$ cat config.mk
export PLATFORM = sky130hd
export DESIGN_NAME = modexp_ctrl
export DESIGN_NICKNAME = d
export VERILOG_FILES = /design/src/rtl/modexp_ctrl.sv
export SDC_FILE = /design/constraint.sdc
export NUM_CORES = 1
export LEC_CHECK = 0
export CAP_MARGIN = 15
export CORE_MARGIN = 2
export CORE_UTILIZATION = 57
export DETAILED_ROUTE_END_ITERATION = 8
export PLACE_DENSITY_LB_ADDON = 0.12
export SYNTH_ARGS = -nofsm -noshare
export SYNTH_HDL_FRONTEND = slang
export SYNTH_SLANG_ARGS = --single-unit
export TNS_END_PERCENT = 100
$ cat constraint.sdc
create_clock -name clk -period 3.88 [get_ports clk]
set_clock_uncertainty 0.2 [all_clocks]
set_input_delay 0.776 -clock clk [delete_from_list [all_inputs] [get_ports clk]]
set_output_delay 0.776 -clock clk [all_outputs]
set_load 0.02 [all_outputs]
$ cat src/rtl/modexp_ctrl.sv
// rtl/modexp_ctrl.sv - square-and-multiply modular exponentiation sequencer (optional macro: MODEXP_CONST_TIME_EN)
module modexp_ctrl #(
    parameter int W = 8,
    parameter int E = 8
) (
    input  logic           clk,
    input  logic           rst_n,
    input  logic           start,
    input  logic [W-1:0]   base,
    input  logic [E-1:0]   exponent,
    input  logic [W-1:0]   modulus,
    output logic [W-1:0]   result,
    output logic           busy,
    output logic           done,
    output logic           mult_start,
    output logic [W-1:0]   mult_in1,
    output logic [W-1:0]   mult_in2,
    input  logic [2*W-1:0] mult_out,
    input  logic           mult_finish
);

    localparam int RW = 3 * W;
    localparam int CW = $clog2(2 * W);
    localparam int BW = (E > 1) ? $clog2(E) : 1;
    localparam logic [CW-1:0] RED_LAST = CW'(2 * W - 1);

    typedef enum logic [3:0] {
        S_IDLE,
        S_PREP_RED,
        S_SQ_REQ,
        S_SQ_WAIT,
        S_SQ_RED,
        S_MUL_REQ,
        S_MUL_WAIT,
        S_MUL_RED,
        S_NEXT,
        S_FIN
    } state_t;

    state_t         r_state;
    state_t         w_next;

    logic [W-1:0]   r_mod;
    logic [E-1:0]   r_exp;
    logic [BW-1:0]  r_bit_cnt;
    logic [W-1:0]   r_acc;
    logic [W-1:0]   r_bm;
    logic [RW-1:0]  r_red;
    logic [CW-1:0]  r_red_cnt;

    logic [W-1:0]   r_result;
    logic           r_busy;
    logic           r_done;
    logic           r_mult_start;
    logic [W-1:0]   r_mult_in1;
    logic [W-1:0]   r_mult_in2;

    logic [RW-1:0]  w_sub;
    logic [RW-1:0]  w_red_step;
    logic           w_red_done;
    logic [W-1:0]   w_red_val;
    logic           w_do_mul;
    logic           w_mod_trivial;

    // One shift-subtract step of the bit-serial reducer; the step index is the count itself
    always_comb begin
        w_sub      = RW'(r_mod) << r_red_cnt;
        w_red_step = (r_red >= w_sub) ? (r_red - w_sub) : r_red;
        w_red_done = (r_red_cnt == '0);
        w_red_val  = w_red_step[W-1:0];
    end

    assign w_mod_trivial = (modulus <= W'(1));

`ifdef MODEXP_CONST_TIME_EN
    // Multiply step runs on every bit so latency does not reveal the exponent
    assign w_do_mul = 1'b1;
`else
    // Multiply step only where the current exponent bit is set
    assign w_do_mul = r_exp[E-1];
`endif

    // State register
    always_ff @(posedge clk) begin
        if (!rst_n) begin
            r_state <= S_IDLE;
        end else begin
            r_state <= w_next;
        end
    end

    // Next-state decode
    always_comb begin
        w_next = r_state;
        case (r_state)
            S_IDLE: begin
                if (start) begin
                    w_next = w_mod_trivial ? S_FIN : S_PREP_RED;
                end
            end
            S_PREP_RED: begin
                if (w_red_done) begin
                    w_next = S_SQ_REQ;
                end
            end
            S_SQ_REQ:  w_next = S_SQ_WAIT;
            S_SQ_WAIT: begin
                if (mult_finish) begin
                    w_next = S_SQ_RED;
                end
            end
            S_SQ_RED: begin
                if (w_red_done) begin
                    w_next = w_do_mul ? S_MUL_REQ : S_NEXT;
                end
            end
            S_MUL_REQ:  w_next = S_MUL_WAIT;
            S_MUL_WAIT: begin
                if (mult_finish) begin
                    w_next = S_MUL_RED;
                end
            end
            S_MUL_RED: begin
                if (w_red_done) begin
                    w_next = S_NEXT;
                end
            end
            S_NEXT: begin
                w_next = (r_bit_cnt == '0) ? S_FIN : S_SQ_REQ;
            end
            S_FIN:   w_next = S_IDLE;
            default: w_next = S_IDLE;
        endcase
    end

    // Datapath: operand latch, reducer, accumulator and registered outputs
    always_ff @(posedge clk) begin
        if (!rst_n) begin
            r_mod        <= '0;
            r_exp        <= '0;
            r_bit_cnt    <= '0;
            r_acc        <= '0;
            r_bm         <= '0;
            r_red        <= '0;
            r_red_cnt    <= '0;
            r_result     <= '0;
            r_busy       <= 1'b0;
            r_done       <= 1'b0;
            r_mult_start <= 1'b0;
            r_mult_in1   <= '0;
            r_mult_in2   <= '0;
        end else begin
            r_busy       <= (w_next != S_IDLE);
            r_done       <= (w_next == S_FIN);
            r_mult_start <= (w_next == S_SQ_REQ) || (w_next == S_MUL_REQ);
            case (r_state)
                S_IDLE: begin
                    if (start) begin
                        r_mod     <= modulus;
                        r_exp     <= exponent;
                        r_red     <= RW'(base);
                        r_red_cnt <= RED_LAST;
                        if (w_mod_trivial) begin
                            r_result <= '0;
                        end
                    end
                end
                S_PREP_RED: begin
                    r_red     <= w_red_step;
                    r_red_cnt <= r_red_cnt - CW'(1);
                    if (w_red_done) begin
                        r_bm       <= w_red_val;
                        r_acc      <= W'(1);
                        r_bit_cnt  <= BW'(E - 1);
                        r_mult_in1 <= W'(1);
                        r_mult_in2 <= W'(1);
                    end
                end
                S_SQ_WAIT, S_MUL_WAIT: begin
                    if (mult_finish) begin
                        r_red     <= RW'(mult_out);
                        r_red_cnt <= RED_LAST;
                    end
                end
                S_SQ_RED: begin
                    r_red     <= w_red_step;
                    r_red_cnt <= r_red_cnt - CW'(1);
                    if (w_red_done) begin
                        r_acc <= w_red_val;
                        if (w_do_mul) begin
                            r_mult_in1 <= w_red_val;
                            r_mult_in2 <= r_bm;
                        end
                    end
                end
                S_MUL_RED: begin
                    r_red     <= w_red_step;
                    r_red_cnt <= r_red_cnt - CW'(1);
                    // A zero bit only reaches here in constant-time mode; its product is dropped
                    if (w_red_done && r_exp[E-1]) begin
                        r_acc <= w_red_val;
                    end
                end
                S_NEXT: begin
                    if (r_bit_cnt == '0) begin
                        r_result <= r_acc;
                    end else begin
                        r_bit_cnt  <= r_bit_cnt - BW'(1);
                        r_exp      <= r_exp << 1;
                        r_mult_in1 <= r_acc;
                        r_mult_in2 <= r_acc;
                    end
                end
                default: begin
                end
            endcase
        end
    end

    assign result     = r_result;
    assign busy       = r_busy;
    assign done       = r_done;
    assign mult_start = r_mult_start;
    assign mult_in1   = r_mult_in1;
    assign mult_in2   = r_mult_in2;

endmodule

* Word-level counts from Yosys, hierarchy flattened *
Index checks and enable logic that the tools add are counted.

storage, ports and cells
  bits in registers = 94
  input bits = 44
  output and inout bits = 27
  word-level logic and storage cells = 102

operators by class
  add/sub/neg operators = 3
  magnitude comparators = 2
  eq/ne operators = 21
  shift operators = 1
  mux-type cells = 38
  reductions and logical operators = 22

operator list
  cell                  count
  $mux W8               13
  $mux W24              3
  $pmux W24 S3          1
  $pmux W8 S3           3
  $mux W4               11
  $pmux W4 S9           1
  $pmux W8 S2           2
  $ge A24 B24 Y1        1
  $shl A8 B4 Y24        1
  $sub A24 B24 Y24      1
  $eq A4 B3 Y1 const B  5
  $ne A2 B2 Y1 const B  9
  $eq A4 B2 Y1 const B  3
  $pmux W4 S3           1
  $reduce_and A4 Y1     3
  $reduce_and A3 Y1     3
  $reduce_bool A3 Y1    3
  $eq A4 B4 Y1 const B  2
  $le A8 B1 Y1 const B  1
  $logic_not A4 Y1      2
  $mux W3               2
  $pmux W3 S2           1
  $reduce_and A5 Y1     1
  $eq A4 B1 Y1 const B  1
  11 further kinds      13

* Longest topological paths before layout *
  word-level depth = 6
  gate-level depth with buffers = 16
  gate-level depth less buffers = 14

* Worst setup path before layout *
OpenSTA, ideal clock, no wires.

  path type = register to register
  start point = register r_red_cnt[1]
  end point = register r_red[17]
  setup time = 0.117 ns
  arrival time = 3.188 ns
  data required time = 3.563 ns
  slack = 0.374 ns
  stages on the path, launching flop included = 13
  buffers on the path = 2
  clock period less this slack = 3.506 ns
  cells stage by stage = dfxtp_1 -> clkbuf_1 -> clkbuf_1 -> mux4_2 -> mux2i_1 -> or2_2 -> ha_1 -> a2111o_1 -> o2111ai_2 -> a211oi_1 -> o31a_1 -> or3_1 -> a32o_1

between the ends
  cells in the longest elaborated chain, start to end = 4
  elaborated cells on any way between the ends = 7
  classes of those cells = add/sub (1); order compare (1); eq/ne (1); shift (1); mux (2); reduce/logical (1)

RTL lines
  what                                                RTL line  text
  start, declared                                     49        logic [CW-1:0] r_red_cnt;
  start signal, assigned                              170       r_red_cnt <= r_red_cnt - CW'(1);
  start signal, assigned                              187       r_red_cnt <= r_red_cnt - CW'(1);
  start signal, assigned                              198       r_red_cnt <= r_red_cnt - CW'(1);
  $shl A8 B4 Y24 *                                    67        w_sub = RW'(r_mod) << r_red_cnt;
  $sub A24 B24 Y24 or $ge A24 B24 Y1 (tied branches)  68        w_red_step = (r_red >= w_sub) ? (r_red - w_sub) : r_red;
  $mux W24 or $ne A2 B1 Y1 (tied branches)            n/a
  $pmux W24 S3 or $reduce_and A4 Y1 (tied branches)   n/a
  end signal, assigned                                161       r_red <= RW'(base);
  end signal, assigned                                169       r_red <= w_red_step;
  end signal, assigned                                181       r_red <= RW'(mult_out);
  end, declared                                       48        logic [RW-1:0] r_red;

Every way passes the cells marked *; elsewhere a longest branch is shown, timed or not. The select of a mux whose other input is x is not followed.
A chain may end at the register's enable or synchronous reset.

* Final worst setup path *
Ends and elaborated chain as after synthesis.

==> impl_metrics.csv <==
group,metric,value,unit
run_status,status,"finished clean",
yosys,synth-seq-cells,94,
cts,cts_buffers,9,
yosys,yosys_warnings,0,
yosys,ys.flop_type,"dfxtp_1",
sta,slew_violations,0,
layout,fin_util,0.698,
global_route,grt_pass1_vias,5618,
layout,diodes,0,
cts,clockBufferDepth,2,
sta,hold_viol,0,
global_route,grt.busiest_layer,"met2",
yosys,async_flop_share,0,
sta,fmax,0.266,GHz
route,drc_errors,0,
die,die_area,11300,µm²
global_route,grt_use_met1,0.368,
die,core,10200,µm²
sta,min_period_over_period,0.967,
global_route,grt_pass1_wl,27.2,mm
run,maxCapViolCount,0,
sta,tightest_slew,800,ps
yosys,syn_nets,813,
sta,fin_crit,3750,ps
cts,clock_sink_count,94,
route,drt-vias-per-instance,6.28,
sta,setup_violations,0,
sta,slew_headroom,0.463,
yosys,avgSynthCellArea,8.04,µm²
worst_setup_path,arrival,3830,ps
cts,cts.htree.levels,3,
layout,stdcell_area,7150,µm²
yosys,ys_seq_area_frac,0.315,
die,dieHeight,106,µm
global_route,grt_usage,0.301,
sta,rsz0062_at_grt,"true",
route,num_vias,5958,
placed_design,gp_congestion,0.961,
yosys,synth_cell_type_count,79,
yosys,yosysMostFrequentCell,"dfxtp_1",
worst_setup_path,startpoint_type,"flip-flop",
global_route,grt_use_met2,0.523,
yosys,synth_top_area_share,0.315,
power,leakagePower,0.00278,µW
worst_setup_path,crit_required,3950,ps
route,drtAntennaViolNets,0,
route,drt_wl_total,17.0,mm
layout,final_cells,948,
power,powerDensity,759,nW/µm²
cts,insertion_delay,370,ps
worst_setup_path,cp_max_fo,13,
die,start_util,0.583,
placed_design,dpl_cell_area,6860,µm²
yosys,synth-edff-count,0,
global_route,met3_usage,0.0374,
yosys,syn_area,5970,µm²
global_route,antenna_found_initial,0,
worst_setup_path,end_kind,"flip-flop",
sta,hold_ws,254,ps
cts,path_clk_slew,100,ps
placed_design,dp_hpwl,12.8,mm
layout,fill_cells,849,
power,ir_drop,0.619,mV
placed_design,portBuffers,70,
yosys,synth_area_leaders,"dfxtp_1 32%, ha_1 5.5%, o21ai_0 5.0%",
die,row_count,37,
route,drtIter0Drc,371,
route,routedWlPerCell,17.9,µm
cts,cts_root_buffer,"clkbuf_8",
layout,nets,878,
hold_path,min_path_type,"flip-flop to flip-flop",
global_route,grt_max_degree,40,
cts,cts_tree,"yes",
placed_design,dp_cells,931,
yosys,synth_common_cells,"94 x dfxtp_1, 74 x nor2_1, 69 x nand2_1",
yosys,syn_inst,742,
die,die_x,106,µm
layout,drive_gt1_frac,0.107,
layout,syn_to_final_growth,19.8,%
route,dr.pass1.iters,5,
yosys,synth_area_leader_cell,"dfxtp_1",
global_route,grt_overflow,0,
die,io_pins,71,
worst_setup_path,path_class,"flip-flop to flip-flop",
## routing by layer
| layer | routed length, µm | vias up | share of wire |
|---|---|---|---|
| met2 | 8430 | 213 | 0.50 |
| met1 | 7000 | 2823 | 0.41 |
| met5 | 0 | - | 0 |
| li1 | - | 2876 | - |
| met3 | 932 | 46 | 0.055 |
| met4 | 603 | 0 | 0.036 |
## stage by stage
stage | setup WS, ps | total power [µW] | TNS [ps]
2_1_floorplan | 374 | 3490 | 0
3_3_place_gp | -328 | 4460 | -329
3_5_place_dp | -283 | 4530 | -588
4_1_cts | 3.25 | 5250 | 0
5_1_grt | -22.6 | 5750 | -91.4
6_report | 127 | 5420 | 0
## power by group
group	leakage, µW	switching, µW	total [µW]	internal, µW
combinational	0.00191	2020	3530	1510
clock	0.000103	374	693	319
sequential	0.000767	113	1200	1090
## cell families after synthesis
| group | after synthesis | share of synthesized area |
|---|---|---|
| AOI/OAI and AO/OA | 248 | 0.281 |
| xor gates and xnor gates | 19 | 0.0279 |
| adders and majority gates | 28 | 0.0596 |
| buffers and inverters | 67 | 0.0497 |
| DFF | 94 | 0.315 |
| muxes | 32 | 0.0585 |
| and+or+nand+nor | 254 | 0.207 |
## sequential cells by signal, summed over array words and instances, names as in the netlist
name	count
r_red	24
mult_in1	8
mult_in2	8
r_acc	8
r_bm	8
r_exp	8
r_mod	8
result	8
r_red_cnt	4
r_state	4
r_bit_cnt	3
busy	1
done	1
mult_start	1
## cell usage in the layout (no fill, tap or decap), drive strengths merged, types with 11 or more instances in the layout
master / synthesis / layout
a211oi: 22 / 22
a21o: 11 / 11
a21oi: 55 / 55
and3: 17 / 17
buf: 22 / 29
clkdlybuf4s50: 0 / 70
dfxtp: 94 / 94
ha: 26 / 26
inv: 22 / 23
mux2i: 27 / 27
nand2: 70 / 70
nand3: 25 / 25
nor2: 75 / 75
nor2b: 14 / 14
nor3: 16 / 16
o21ai: 64 / 64
xnor2: 15 / 15
## path summary, 6_finish.rpt
check,from,endpoint,slack [ps],cells past startpoint
setup / recovery,r_red_cnt[1],r_red[17],130,14
hold / removal,r_acc[1],r_acc[1],250,2
setup reg to reg,r_red_cnt[1],r_red[17],130,14
hold reg to reg,r_acc[1],r_acc[1],250,2
## cell type report
type                            count  area, µm²  share of cell area
Multi-Input combinational cell    581       3860               0.540
Timing Repair Buffer               99        943               0.132
Tap cell                          136        170              0.0238
Inverter                           22       82.6              0.0116
Sequential cell                    94       1890               0.264
Clock buffer                       10        138              0.0193
Clock inverter                      6       68.8             0.00963
## timing repair
| action | 4_1_cts | 5_1_grt |
|---|---|---|
| gates resized for setup | 5 | 16 |
| setup buffers | 0 | 1 |
| pin swaps | 0 | 2 |
| hold buffers | 0 | 0 |
| endpoints found under the setup margin | 28 | 44 |
| gates cloned | 0 | 0 |
## critical path, stage by stage, from the launching register on
cell and delay, ps:
dfxtp_1 400, buf_4 230, nor2b_1 70, a211oi_1 250, a21oi_1 90, mux2_2 290
o21ai_1 290, ha_4 280, a21o_1 170, a21oi_1 190, nor3b_2 240, a211oi_1 110
o31a_1 300, or3_1 300, a32o_1 240
No activity file was read; power rests on OpenSTA's default activity.
